`config.mk`:
```
export PLATFORM = sky130hd
export DESIGN_NAME = uart_tx_arb
export DESIGN_NICKNAME = d
export VERILOG_FILES = /design/src/rtl/uart_pkg.sv /design/src/rtl/uart_rr_pick.sv /design/src/rtl/uart_tx_arb.sv
export SDC_FILE = /design/constraint.sdc
export NUM_CORES = 1
export LEC_CHECK = 0
export CAP_MARGIN = 25
export CELL_PAD_IN_SITES_DETAIL_PLACEMENT = 0
export CELL_PAD_IN_SITES_GLOBAL_PLACEMENT = 1
export CORE_MARGIN = 2
export CORE_UTILIZATION = 30
export DETAILED_ROUTE_END_ITERATION = 7
export PLACE_DENSITY_LB_ADDON = 0.05
export SLEW_MARGIN = 20
export SYNTH_ARGS = -nofsm -noshare
export SYNTH_HDL_FRONTEND = slang
export SYNTH_HIERARCHICAL = 1
export SYNTH_SLANG_ARGS = --single-unit
```
`constraint.sdc`:
```
create_clock -name clock -period 4.2 [get_ports clock]
set_clock_uncertainty 0.05 [all_clocks]
set_input_delay 0.42 -clock clock [delete_from_list [all_inputs] [get_ports clock]]
set_output_delay 0.42 -clock clock [all_outputs]
set_load 0.005 [all_outputs]
```
`src/rtl/uart_pkg.sv`:
```
// uart_pkg -- shared types and constants for the arbitrated UART transmitter.
//   DATA_BITS   : payload bits per frame (8).
//   OVS_DEFAULT : default number of ce_16 strobes per UART bit.
//   tx_state_e  : transmitter FSM states. ST_PAR exists only when
//                 UART_TX_ARB_PARITY_EN is defined.
package uart_pkg;

  localparam int unsigned DATA_BITS   = 8;
  localparam int unsigned OVS_DEFAULT = 16;

`ifdef UART_TX_ARB_PARITY_EN
  typedef enum logic [2:0] {
    ST_IDLE  = 3'd0,
    ST_START = 3'd1,
    ST_DATA  = 3'd2,
    ST_PAR   = 3'd3,
    ST_STOP  = 3'd4
  } tx_state_e;
`else
  typedef enum logic [2:0] {
    ST_IDLE  = 3'd0,
    ST_START = 3'd1,
    ST_DATA  = 3'd2,
    ST_STOP  = 3'd4
  } tx_state_e;
`endif

endpackage

```
`src/rtl/uart_rr_pick.sv`:
```
// uart_rr_pick -- combinational round-robin picker.
// Ports:
//   req   [N_REQ-1:0] : request vector.
//   ptr   [2:0]       : highest-priority index (search starts here, wraps).
//   valid             : at least one request set.
//   index [2:0]       : first set request at or after ptr.
module uart_rr_pick #(
  parameter int unsigned N_REQ = 4
) (
  input  logic [N_REQ-1:0] req,
  input  logic [2:0]       ptr,
  output logic             valid,
  output logic [2:0]       index
);

  int unsigned idx;

  // Scan from the farthest offset down to offset 0 so the nearest set
  // request at or after ptr is the last one written.
  always_comb begin
    valid = 1'b0;
    index = '0;
    idx   = 0;
    for (int unsigned k = N_REQ; k > 0; k--) begin
      idx = (int'(ptr) + k - 1) % N_REQ;
      if (req[idx]) begin
        valid = 1'b1;
        index = 3'(idx);
      end
    end
  end

endmodule

```
`src/rtl/uart_tx_arb.sv`:
```
// uart_tx_arb -- UART transmitter shared by N_REQ byte requesters with
// round-robin arbitration. Frame is 8N1, or 8E1 when UART_TX_ARB_PARITY_EN
// is defined (even parity bit inserted between data and stop).
// Ports:
//   clock, reset        : system clock, asynchronous active-high reset.
//   ce_16               : one-clock oversample strobe, OVS strobes per bit.
//   req   [N_REQ-1:0]   : per-requester byte-valid (level), sampled in idle.
//   data  [8*N_REQ-1:0] : requester bytes, requester i at [8i+7:8i].
//   ack   [N_REQ-1:0]   : one-clock pulse when a requester's byte is taken.
//   busy                : frame in progress.
//   grant_id [2:0]      : last granted requester.
//   tx                  : serial line, idle high, registered.
module uart_tx_arb
  import uart_pkg::*;
#(
  parameter int unsigned N_REQ = 4,
  parameter int unsigned OVS   = OVS_DEFAULT
) (
  input  logic                   clock,
  input  logic                   reset,
  input  logic                   ce_16,
  input  logic [N_REQ-1:0]       req,
  input  logic [8*N_REQ-1:0]     data,
  output logic [N_REQ-1:0]       ack,
  output logic                   busy,
  output logic [2:0]             grant_id,
  output logic                   tx
);

  localparam int unsigned TW = (OVS > 1) ? $clog2(OVS) : 1;

  tx_state_e            state_q, state_d;
  logic [TW-1:0]        tick_q, tick_d;
  logic [2:0]           bit_q, bit_d;
  logic [DATA_BITS-1:0] shift_q, shift_d;
  logic                 tx_q, tx_d;
  logic [N_REQ-1:0]     ack_q, ack_d;
  logic [2:0]           gid_q, gid_d;
  logic [2:0]           ptr_q, ptr_d;
`ifdef UART_TX_ARB_PARITY_EN
  logic                 par_q, par_d;
`endif

  logic                 pick_valid;
  logic [2:0]           pick_idx;
  logic                 bit_end;

  uart_rr_pick #(
    .N_REQ (N_REQ)
  ) u_pick (
    .req   (req),
    .ptr   (ptr_q),
    .valid (pick_valid),
    .index (pick_idx)
  );

  assign bit_end = ce_16 && (tick_q == TW'(OVS - 1));

  always_comb begin
    state_d = state_q;
    tick_d  = tick_q;
    bit_d   = bit_q;
    shift_d = shift_q;
    tx_d    = tx_q;
    ack_d   = '0;
    gid_d   = gid_q;
    ptr_d   = ptr_q;
`ifdef UART_TX_ARB_PARITY_EN
    par_d   = par_q;
`endif

    if (state_q != ST_IDLE && ce_16) begin
      tick_d = bit_end ? '0 : tick_q + TW'(1);
    end

    case (state_q)
      ST_IDLE: begin
        tx_d   = 1'b1;
        tick_d = '0;
        bit_d  = '0;
        if (pick_valid) begin
          for (int unsigned i = 0; i < N_REQ; i++) begin
            if (pick_idx == 3'(i)) begin
              shift_d  = data[i*8 +: 8];
              ack_d[i] = 1'b1;
            end
          end
`ifdef UART_TX_ARB_PARITY_EN
          par_d   = ^shift_d;
`endif
          gid_d   = pick_idx;
          ptr_d   = (pick_idx == 3'(N_REQ - 1)) ? '0 : pick_idx + 3'd1;
          tx_d    = 1'b0;
          state_d = ST_START;
        end
      end
      ST_START: begin
        if (bit_end) begin
          tx_d    = shift_q[0];
          state_d = ST_DATA;
        end
      end
      ST_DATA: begin
        if (bit_end) begin
          if (bit_q == 3'd7) begin
            bit_d = '0;
`ifdef UART_TX_ARB_PARITY_EN
            tx_d    = par_q;
            state_d = ST_PAR;
`else
            tx_d    = 1'b1;
            state_d = ST_STOP;
`endif
          end else begin
            // Byte shifts right each bit so the next bit is always at [1].
            bit_d   = bit_q + 3'd1;
            shift_d = shift_q >> 1;
            tx_d    = shift_q[1];
          end
        end
      end
`ifdef UART_TX_ARB_PARITY_EN
      ST_PAR: begin
        if (bit_end) begin
          tx_d    = 1'b1;
          state_d = ST_STOP;
        end
      end
`endif
      ST_STOP: begin
        tx_d = 1'b1;
        if (bit_end) begin
          state_d = ST_IDLE;
        end
      end
      default: begin
        tx_d    = 1'b1;
        state_d = ST_IDLE;
      end
    endcase
  end

  always_ff @(posedge clock or posedge reset) begin
    if (reset) begin
      state_q <= ST_IDLE;
      tick_q  <= '0;
      bit_q   <= '0;
      shift_q <= '0;
      tx_q    <= 1'b1;
      ack_q   <= '0;
      gid_q   <= '0;
      ptr_q   <= '0;
`ifdef UART_TX_ARB_PARITY_EN
      par_q   <= 1'b0;
`endif
    end else begin
      state_q <= state_d;
      tick_q  <= tick_d;
      bit_q   <= bit_d;
      shift_q <= shift_d;
      tx_q    <= tx_d;
      ack_q   <= ack_d;
      gid_q   <= gid_d;
      ptr_q   <= ptr_d;
`ifdef UART_TX_ARB_PARITY_EN
      par_q   <= par_d;
`endif
    end
  end

  assign ack      = ack_q;
  assign busy     = (state_q != ST_IDLE);
  assign grant_id = gid_q;
  assign tx       = tx_q;

endmodule

```
==> out/results.ini, run 1 <==
[place]
placed_cells = 318
number_of_buffers_added_on_ports = 47
hpwlAfterDp_mm = 3.45
gp_congestion = 0.764
placed_cell_area_um2 = 2280

[setup_path]
worst-endpoint-arrival_ps = 3030
cp_delay_by_family_top = simple AND/OR/NAND/NOR gates
library_cell_contributing_the_largest_single_delay_on_the_critical_path = o21ai_2
cell_by_cell_listing_of_the_critical_path = clkdlybuf4s50_1 > nor3b_1 > a211oi_1 > nor2_1 > inv_1 > ha_1 > nor4_1 > nor3_2 > o21ai_2 > nand2_1 > o31ai_1
critPathRequiredTime_ps = 4330
critPathKind = in2reg
worstReg2RegStart = ptr_q[1]$_DFFE_PP0P_
cp_slowest_stage_delay_ps = 530
crit_path_end_kind = register
worst-path-buf-inv = 2
reg2reg_to = shift_q[7]$_DFFE_PP0P_
timing.reg2reg.setup_slack_ps = 1440
worstPathMaxFanout = 15
reg2reg_depth = 10
startpoint_class = input port

[cells_and_area]
final_cell_count_no_fill = 322
layout_overhead_on_the_synthesized_area_pct = 31.1
post_route_cells_drive_above_1_share = 0.0769
post-route-cell-area_um2 = 2350
nNetsFinal = 294
final_core_util = 0.402
num_antenna_cells = 0

[clock_tree]
cts_root_buffer = clkbuf_8
clk_transition_reported_paths_ps = 110
cts_hold_buffers = 0
clk_path_buf_depth = 2
tritoncts_clock_tree = built
clkLatencyLatePin_ps = 280
h-tree-depth = 1
count_of_buffers_added_by_post_cts_timing_repair_for_setup = 0
cts_made_buffers = 3
clock_sink_count = 28
number_of_gates_resized_after_cts = 0

[global_route]
grt_pass1_vias = 1522
grtUsageTotal = 0.144
grt_pass1_wl_mm = 7.45
grt_max_degree = 29
antenna_found_initial = 0
grt.overflow.total = 0

[sta]
drv_slew = 0
grt_setup_unrepaired = no
setup_viol = 0
totalNegativeSetupSlack_ps = 0
hold_viol = 0
post_route_minimum_period_ps = 2900
post-route-period-util = 0.690
relSlewSlack = 0.581
fmax_mhz = 345
max_slew.worst_pin.slew_ps = 629

[flow_run]
drv_cap = 0

[yosys]
syn-num-nets = 255
ys.warnings.count = 6
post_synth_instance_area_um2 = 1800
synthesis.area_per_instance_um2 = 8.59
post_synth_inst_count = 209

[floorplanning]
initial_standard_cell_utilization_of_the_core = 0.307
design.die.area_um2 = 6620
floorplan.core_area_um2 = 5850
floorplan.die.height_um = 81.4
die_width_um = 81.4
ios = 48
num_rows = 28

[route]
drcViolationCount = 0
final_antenna_violating_net_count = 0
totalWireLength_mm = 4.47
vias = 1561
post_drt_wl_per_cell_um = 13.9
route.detailed.vias_per_inst = 4.85
drt_pass1_iterations = 4
detailedRoute.firstIterationViolations = 70

[power_and_ir_drop]
power.density_nw_per_um2 = 479
cellLeakagePower_nw = 0.981
power.ir.vdd_worst_mv = 0.189

[worst_hold_path]
hold_class = in2async

[status]
run_status = completed

metal layers:
| metal | vias up | track usage | wire [µm] |
|---|---|---|---|
| li1 | 808 | - | - |
| met4 | 0 | 0.0254 | 27 |
| met2 | 29 | 0.206 | 1930 |
| met5 | - | 0 | 0 |
| met3 | 2 | 0.0311 | 144 |
| met1 | 722 | 0.223 | 2370 |
placed cells by master, fill, tap and decap left out, drive strengths merged, types with 4 or more instances in the layout:
master,n
inv,7
a22oi,7
clkdlybuf4s50,47
o21ai,30
dfrtp,27
mux2i,4
nand2,28
nor2b,11
nor2,18
o22ai,7
and2,4
ha,7
a21oi,12
nor3,7
cell type report:
| cell class | count | area [µm²] |
|---|---|---|
| fill | 601 | 3500 |
| multi-input combinational | 160 | 983 |
| sequential | 28 | 702 |
| timing repair buffer | 48 | 478 |
| tap | 75 | 93.8 |
| clock buffer | 3 | 41.3 |
| clock inverter | 1 | 30.0 |
| inverter | 7 | 26.3 |
flip-flops by register name, indices dropped and copies added (netlist names):
| signal | count |
|---|---|
| grant_id | 3 |
| tick_q | 4 |
| tx | 1 |
| ack | 4 |
| shift_q | 8 |
| bit_q | 3 |
| ptr_q | 2 |
| state_q | 3 |
tightest hold or removal path, delay by kind of cell:
family / cells / cell delay (ps)
buffers and inverters: 3 / 780
how the worst max path moves through the flow:
stage / slack [ps] / start / depth (start not counted) / end
2_1_floorplan: 1970 / ptr_q[1]$_DFFE_PP0P_ / 11 / shift_q[7]$_DFFE_PP0P_
3_3_place_gp: 1040 / req[1] / 11 / shift_q[0]$_DFFE_PP0P_
3_5_place_dp: 1010 / req[1] / 10 / shift_q[5]$_DFFE_PP0P_
4_1_cts: 1290 / req[1] / 11 / shift_q[7]$_DFFE_PP0P_
5_1_grt: 1010 / req[3] / 10 / shift_q[7]$_DFFE_PP0P_
6_report: 1300 / req[1] / 11 / shift_q[7]$_DFFE_PP0P_
where the power goes:
part / switching, mW / internal [mW]
clock network: 0.0882 / 0.128
logic: 0.235 / 0.227
registers: 0.0816 / 0.368
stage by stage:
step / hold WS [ps] / total power [mW] / setup slack [ps]
6_report: 443 / 1.13 / 1300
5_1_grt: 485 / 1.23 / 1010
4_1_cts: 452 / 1.14 / 1290
3_5_place_dp: 427 / 0.923 / 1010
3_3_place_gp: 421 / 0.920 / 1040
2_1_floorplan: 399 / 0.763 / 1970
(Power assumes the default switching activity.)
==> run 2, diff against run 1 <==
==> constraint.sdc (replaced) <==
create_clock -name clock -period 2.8 [get_ports clock]
set_clock_uncertainty 0.05 [all_clocks]
set_input_delay 0.28 -clock clock [delete_from_list [all_inputs] [get_ports clock]]
set_output_delay 0.28 -clock clock [all_outputs]
set_load 0.005 [all_outputs]
==> out/results.ini, run 2 (same netlist as run 1, synthesis figures left out) <==
[clock_tree]
count_of_buffers_added_by_post_cts_timing_repair_for_setup = 0  ; unchanged
cts_root_buffer = clkbuf_8  ; unchanged
cts_made_buffers = 3  ; unchanged
number_of_gates_resized_after_cts = 0  ; unchanged
clock_sink_count = 28  ; unchanged
clk_transition_reported_paths_ps = 100  ; was 110 ps
h-tree-depth = 1  ; unchanged
clk_path_buf_depth = 2  ; unchanged
cts_hold_buffers = 0  ; unchanged
tritoncts_clock_tree = built  ; unchanged
clkLatencyLatePin_ps = 280  ; about the same

[sta]
totalNegativeSetupSlack_ps = 0  ; unchanged
hold_viol = 0  ; unchanged
post-route-period-util = 0.856
relSlewSlack = 0.618  ; was 0.581
max_slew.worst_pin.slew_ps = 573  ; was 629 ps
setup_viol = 0  ; unchanged
drv_slew = 0  ; unchanged
setup_ws_ps = 404  ; was 1300 ps
grt_setup_unrepaired = no  ; unchanged
post_route_minimum_period_ps = 2400
fmax_mhz = 417
fin_worst_hold_slack_ps = 323  ; was 443 ps

[cells_and_area]
top_register = shift_q  ; unchanged
layout_overhead_on_the_synthesized_area_pct = 34.8  ; was 31.1%
nNetsFinal = 301  ; was 294
post_route_cells_drive_above_1_share = 0.102  ; was 0.0769
num_antenna_cells = 0  ; unchanged
layout.cells.most_common_list = clkdlybuf4s50_1 (47), nand2_1 (28), dfrtp_1 (27)  ; unchanged
layout.cells.most_common = clkdlybuf4s50_1  ; unchanged
largest_register_ffs = 8  ; unchanged
fill_cell_instance_count_of_the_final_layout = 587  ; was 601

[flow_run]
drv_cap = 0  ; unchanged

[setup_path]
critPathKind = in2reg  ; unchanged
cell_by_cell_listing_of_the_critical_path = clkdlybuf4s50_1 > nor3b_1 > a211oi_1 > nor2_1 > inv_1 > ha_1 > nor4_1 > nor3_2 > o21ai_2 > buf_12 > nand2_1 > o31ai_1  ; was clkdlybuf4s50_1 > nor3b_1 > a211oi_1 > nor2_1 > inv_1 > ha_1 > nor4_1 > nor3_2 > o21ai_2 > nand2_1 > o31ai_1
worstReg2RegStart = ptr_q[1]$_DFFE_PP0P_  ; unchanged
critPathRequiredTime_ps = 2930  ; was 4330 ps
worst-path-buf-inv = 3  ; was 2
worstPathMaxFanout = 15  ; unchanged
cp_delay_by_family_top = simple AND/OR/NAND/NOR gates  ; unchanged
timing.reg2reg.setup_slack_ps = 420  ; was 1440 ps
reg2reg_depth = 11  ; was 10
library_cell_contributing_the_largest_single_delay_on_the_critical_path = clkdlybuf4s50_1  ; was o21ai_2
cp_slowest_stage_delay_ps = 440  ; was 530 ps
worst-endpoint-arrival_ps = 2520  ; was 3030 ps
crit_path_end_kind = register  ; unchanged
startpoint_class = input port  ; unchanged
reg2reg_to = shift_q[7]$_DFFE_PP0P_  ; unchanged

[global_route]
grt_pass1_vias = 1619  ; was 1522
antenna_found_initial = 0  ; unchanged
grt.overflow.total = 0  ; unchanged
grtUsageTotal = 0.149  ; was 0.144
grt_pass1_wl_mm = 7.70  ; was 7.45 mm
grt_max_degree = 29  ; unchanged

[place]
dpl_ws_ps = 96.9  ; was 1010 ps
hpwlAfterDp_mm = 3.43  ; was 3.45 mm
gp_congestion = 0.738  ; was 0.764
number_of_buffers_added_on_ports = 47  ; unchanged

[route]
detailedRoute.firstIterationViolations = 63  ; was 70
route.detailed.vias_per_inst = 4.79  ; was 4.85
final_antenna_violating_net_count = 0  ; unchanged
totalWireLength_mm = 4.33  ; was 4.47 mm
drcViolationCount = 0  ; unchanged
post_drt_wl_per_cell_um = 13.2  ; was 13.9 µm
vias = 1575  ; was 1561
drt_pass1_iterations = 4  ; unchanged

[power_and_ir_drop]
power.density_nw_per_um2 = 713  ; was 479 nW/µm²
power.ir.vdd_worst_mv = 0.279  ; was 0.189 mV
cellLeakagePower_nw = 1.02  ; was 0.981 nW

[worst_hold_path]
hold_class = in2async  ; unchanged

[floorplanning]
die_width_um = 81.4  ; unchanged
initial_standard_cell_utilization_of_the_core = 0.307  ; unchanged
num_rows = 28  ; unchanged
ios = 48  ; unchanged
floorplan.die.height_um = 81.4  ; unchanged
floorplan.core_area_um2 = 5850  ; unchanged
design.die.area_um2 = 6620  ; unchanged

[status]
run_status = completed  ; unchanged

run 2: cell count changes in the layout (fill, tap and decap cells not counted):
cell,delta
buf_4,+6
buf_12,+1
run 2: cell type report:
| cell class | instances | area (µm²) | share of cell area |
|---|---|---|---|
| sequential | 28 | 702 | 0.290 |
| inverter | 7 | 26.3 | 0.0109 |
| clock buffer | 3 | 41.3 | 0.0171 |
| timing repair buffer | 55 | 543 | 0.224 |
| multi-input combinational | 160 | 983 | 0.406 |
| tap | 75 | 93.8 | 0.0388 |
| clock inverter | 1 | 30.0 | 0.0124 |
run 2: worst max path at each step:
| stage | from | endpoint | slack [ps] | depth (start not counted) |
|---|---|---|---|---|
| global placement | req[1] | shift_q[0]$_DFFE_PP0P_ | 80 | 11 |
| detailed placement | req[3] | shift_q[0]$_DFFE_PP0P_ | 100 | 10 |
| global route | ptr_q[1]$_DFFE_PP0P_ | shift_q[7]$_DFFE_PP0P_ | 220 | 11 |
| floorplan | ptr_q[1]$_DFFE_PP0P_ | shift_q[7]$_DFFE_PP0P_ | 570 | 11 |
| finish | req[1] | shift_q[7]$_DFFE_PP0P_ | 400 | 12 |
| CTS | req[3] | shift_q[7]$_DFFE_PP0P_ | 390 | 11 |
run 2: stage by stage:
step / instance area, µm² / power, mW / instances / utilization
floorplan: 1800 / 1.14 / 209 / -
global placement: 2350 / 1.42 / 325 / 0.401
detailed placement: 2350 / 1.42 / 325 / 0.401
CTS: 2420 / 1.75 / 329 / 0.414
global route: 2420 / 1.91 / 329 / 0.414
finish: 2420 / 1.72 / 329 / 0.414
run 2: power by group:
group / total [mW] / internal [mW] / switching, mW
clock network: 0.323 / 0.191 / 0.132
registers: 0.671 / 0.552 / 0.119
logic: 0.731 / 0.376 / 0.355
total: 1.72 / 1.12 / 0.606
run 2: tightest hold or removal path, cell delays in order:
cell             delay (ps)
clkdlybuf4s50_1         400
inv_1                    50
buf_4                   340
run 2: metal layers:
metal  track usage  routed length (µm)  vias to the layer above
li1              -                   -                      817
met3        0.0322                 168                        2
met2         0.231                1920                       29
met4        0.0254                  21                        0
met5             0                   0                        -
met1         0.213                2220                      727
==> run 3, diff against run 2 <==
--- a/config.mk
+++ b/config.mk
@@ -10,8 +10,9 @@
 export CELL_PAD_IN_SITES_GLOBAL_PLACEMENT = 1
 export CORE_MARGIN = 2
 export CORE_UTILIZATION = 30
+export CTS_BUF_LIST = sky130_fd_sc_hd__clkbuf_8
 export DETAILED_ROUTE_END_ITERATION = 7
-export PLACE_DENSITY_LB_ADDON = 0.05
+export PLACE_DENSITY_LB_ADDON = 0.1
 export SLEW_MARGIN = 20
 export SYNTH_ARGS = -nofsm -noshare
 export SYNTH_HDL_FRONTEND = slang
==> out/results.ini, run 3 (same netlist as run 1, synthesis figures left out) <==
[status]
run_status = completed  ; unchanged

[sta]
fmax_mhz = 418  ; was 417 MHz
drv_slew = 0  ; unchanged
setup_viol = 0  ; unchanged
setup_ws_ps = 405  ; was 404 ps
post_route_minimum_period_ps = 2400  ; about the same
hold_viol = 0  ; unchanged
grt_setup_unrepaired = no  ; unchanged
max_slew.worst_pin.slew_ps = 582  ; was 573 ps
post-route-period-util = 0.855  ; was 0.856
relSlewSlack = 0.612  ; was 0.618
totalNegativeSetupSlack_ps = 0  ; unchanged

[route]
post_drt_wl_per_cell_um = 12.5  ; was 13.2 µm
vias = 1555  ; was 1575
detailedRoute.firstIterationViolations = 52  ; was 63
totalWireLength_mm = 4.08  ; was 4.33 mm
route.detailed.vias_per_inst = 4.77  ; was 4.79
final_antenna_violating_net_count = 0  ; unchanged
drt_pass1_iterations = 4  ; unchanged
drcViolationCount = 0  ; unchanged

[global_route]
grt_pass1_wl_mm = 6.96  ; was 7.70 mm
met2_usage = 0.205  ; was 0.231
grt.overflow.total = 0  ; unchanged
antenna_found_initial = 0  ; unchanged
busiest_layer = met2  ; unchanged
grtUsageTotal = 0.134  ; was 0.149
grt_pass1_vias = 1450  ; was 1619
grt_max_degree = 29  ; unchanged
use_met1 = 0.193  ; was 0.213
global_route.usage.met3 = 0.0267  ; was 0.0322

[setup_path]
cp_slowest_stage_delay_ps = 520  ; was 440 ps
worst-path-buf-inv = 3  ; unchanged
critPathKind = in2reg  ; unchanged
worstReg2RegStart = ptr_q[1]$_DFFE_PP0P_  ; unchanged
reg2reg_depth = 10  ; was 11
crit_path_end_kind = register  ; unchanged
timing.reg2reg.setup_slack_ps = 440  ; was 420 ps
worst-endpoint-arrival_ps = 2530  ; was 2520 ps
library_cell_contributing_the_largest_single_delay_on_the_critical_path = clkdlybuf4s50_1  ; unchanged
cp_delay_by_family_top = buffers and inverters  ; was simple AND/OR/NAND/NOR gates
startpoint_class = input port  ; unchanged
cell_by_cell_listing_of_the_critical_path = clkdlybuf4s50_1 > mux2i_1 > a211oi_2 > inv_1 > ha_1 > nor4_1 > nor3_2 > o21ai_2 > buf_4 > nand2_1 > o31ai_1  ; was clkdlybuf4s50_1 > nor3b_1 > a211oi_1 > nor2_1 > inv_1 > ha_1 > nor4_1 > nor3_2 > o21ai_2 > buf_12 > nand2_1 > o31ai_1
reg2reg_to = shift_q[7]$_DFFE_PP0P_  ; unchanged
critPathRequiredTime_ps = 2940  ; was 2930 ps
worstPathMaxFanout = 15  ; unchanged
worstSetupPathDepth = 11  ; was 12

[clock_tree]
cts_made_buffers = 3  ; unchanged
clkLatencyLatePin_ps = 270  ; was 280 ps
clk_transition_reported_paths_ps = 100  ; about the same
count_of_buffers_added_by_post_cts_timing_repair_for_setup = 0  ; unchanged
h-tree-depth = 1  ; unchanged
cts_hold_buffers = 0  ; unchanged
clk_path_buf_depth = 2  ; unchanged
clock_sink_count = 28  ; unchanged
tritoncts_clock_tree = built  ; unchanged
cts_root_buffer = clkbuf_8  ; unchanged
number_of_gates_resized_after_cts = 0  ; unchanged

[floorplanning]
die_width_um = 81.4  ; unchanged
floorplan.die.height_um = 81.4  ; unchanged
num_rows = 28  ; unchanged
floorplan.core_area_um2 = 5850  ; unchanged
design.die.area_um2 = 6620  ; unchanged
initial_standard_cell_utilization_of_the_core = 0.307  ; unchanged
ios = 48  ; unchanged

[power_and_ir_drop]
switching_share = 0.365  ; was 0.351
share_seq_of_total_power = 0.413  ; was 0.389
internal_power_mw = 1.04  ; was 1.12 mW
power.density_nw_per_um2 = 688  ; was 713 nW/µm²
clockPowerShare = 0.155  ; was 0.187
power.ir.vdd_worst_mv = 0.258  ; was 0.279 mV
cellLeakagePower_nw = 0.994  ; was 1.02 nW
total_switching_power_mw = 0.595  ; was 0.606 mW
share_comb_of_total_power = 0.433  ; was 0.424

[cells_and_area]
post_route_cells_drive_above_1_share = 0.0916  ; was 0.102
nNetsFinal = 298  ; was 301
num_antenna_cells = 0  ; unchanged
layout.cells.most_common_list = clkdlybuf4s50_1 (47), nand2_1 (28), dfrtp_1 (27)  ; unchanged
top_register = shift_q  ; unchanged
largest_register_ffs = 8  ; unchanged
layout.cells.most_common = clkdlybuf4s50_1  ; unchanged
layout_overhead_on_the_synthesized_area_pct = 31.9  ; was 34.8%

[place]
dpl_ws_ps = 61.0  ; was 96.9 ps
number_of_buffers_added_on_ports = 47  ; unchanged
gp_congestion = 0.716  ; was 0.738
hpwlAfterDp_mm = 3.18  ; was 3.43 mm

[worst_hold_path]
hold_class = in2async  ; unchanged

[flow_run]
drv_cap = 0  ; unchanged

[run 3: cell count changes in the layout (fill, tap and decap cells not counted), sizes merged]
cell / change
buf: -3
clkbuf: +1
bufinv: -1
[run 3: how the worst max path moves through the flow]
| stage | from | slack (ps) | to |
|---|---|---|---|
| after detailed placement | req[3] | 60 | shift_q[0]$_DFFE_PP0P_ |
| after floorplan | ptr_q[1]$_DFFE_PP0P_ | 570 | shift_q[7]$_DFFE_PP0P_ |
| after CTS | req[3] | 350 | shift_q[7]$_DFFE_PP0P_ |
| after global routing | req[3] | 130 | shift_q[5]$_DFFE_PP0P_ |
| final | req[3] | 400 | shift_q[7]$_DFFE_PP0P_ |
| after global placement | req[3] | 110 | shift_q[0]$_DFFE_PP0P_ |
[run 3: metrics by stage]
| step | power, mW | hold WS [ps] | utilization | cells | area (µm²) |
|---|---|---|---|---|---|
| detailed placement | 1.39 | 427 | 0.395 | 322 | 2310 |
| global route | 1.79 | 371 | 0.405 | 326 | 2370 |
| finish | 1.63 | 319 | 0.405 | 326 | 2370 |
| CTS | 1.65 | 328 | 0.405 | 326 | 2370 |
| global placement | 1.39 | 420 | 0.395 | 322 | 2310 |
| floorplan | 1.14 | 295 | - | 209 | 1800 |
[run 3: layout make-up]
type / instances / area, µm²
clock buffers: 4 / 55.1
flip-flops and latches: 28 / 702
multi-input cells: 160 / 983
inverters: 7 / 26.3
well taps: 75 / 93.8
fillers: 591 / 3480
repair buffers: 52 / 508
[run 3: power by group through the flow]
stage | logic (mW) | clock network, mW | registers, mW
final | 0.705 | 0.252 | 0.673
after global routing | 0.812 | 0.279 | 0.697
after global placement | 0.709 | 0 | 0.682
after floorplan | 0.500 | 0 | 0.644
after detailed placement | 0.714 | 0 | 0.679
after CTS | 0.716 | 0.264 | 0.673
[run 3: routing by layer]
metal  part of all wire  vias up
met5                  0        -
met4             0.0066        0
met3              0.051        2
met2               0.43       35
met1               0.51      707
li1                   -      811
[run 3: tightest hold or removal path, delay by kind of cell]
| family | cells | cell delay (ps) |
|---|---|---|
| buf+inv | 3 | 780 |
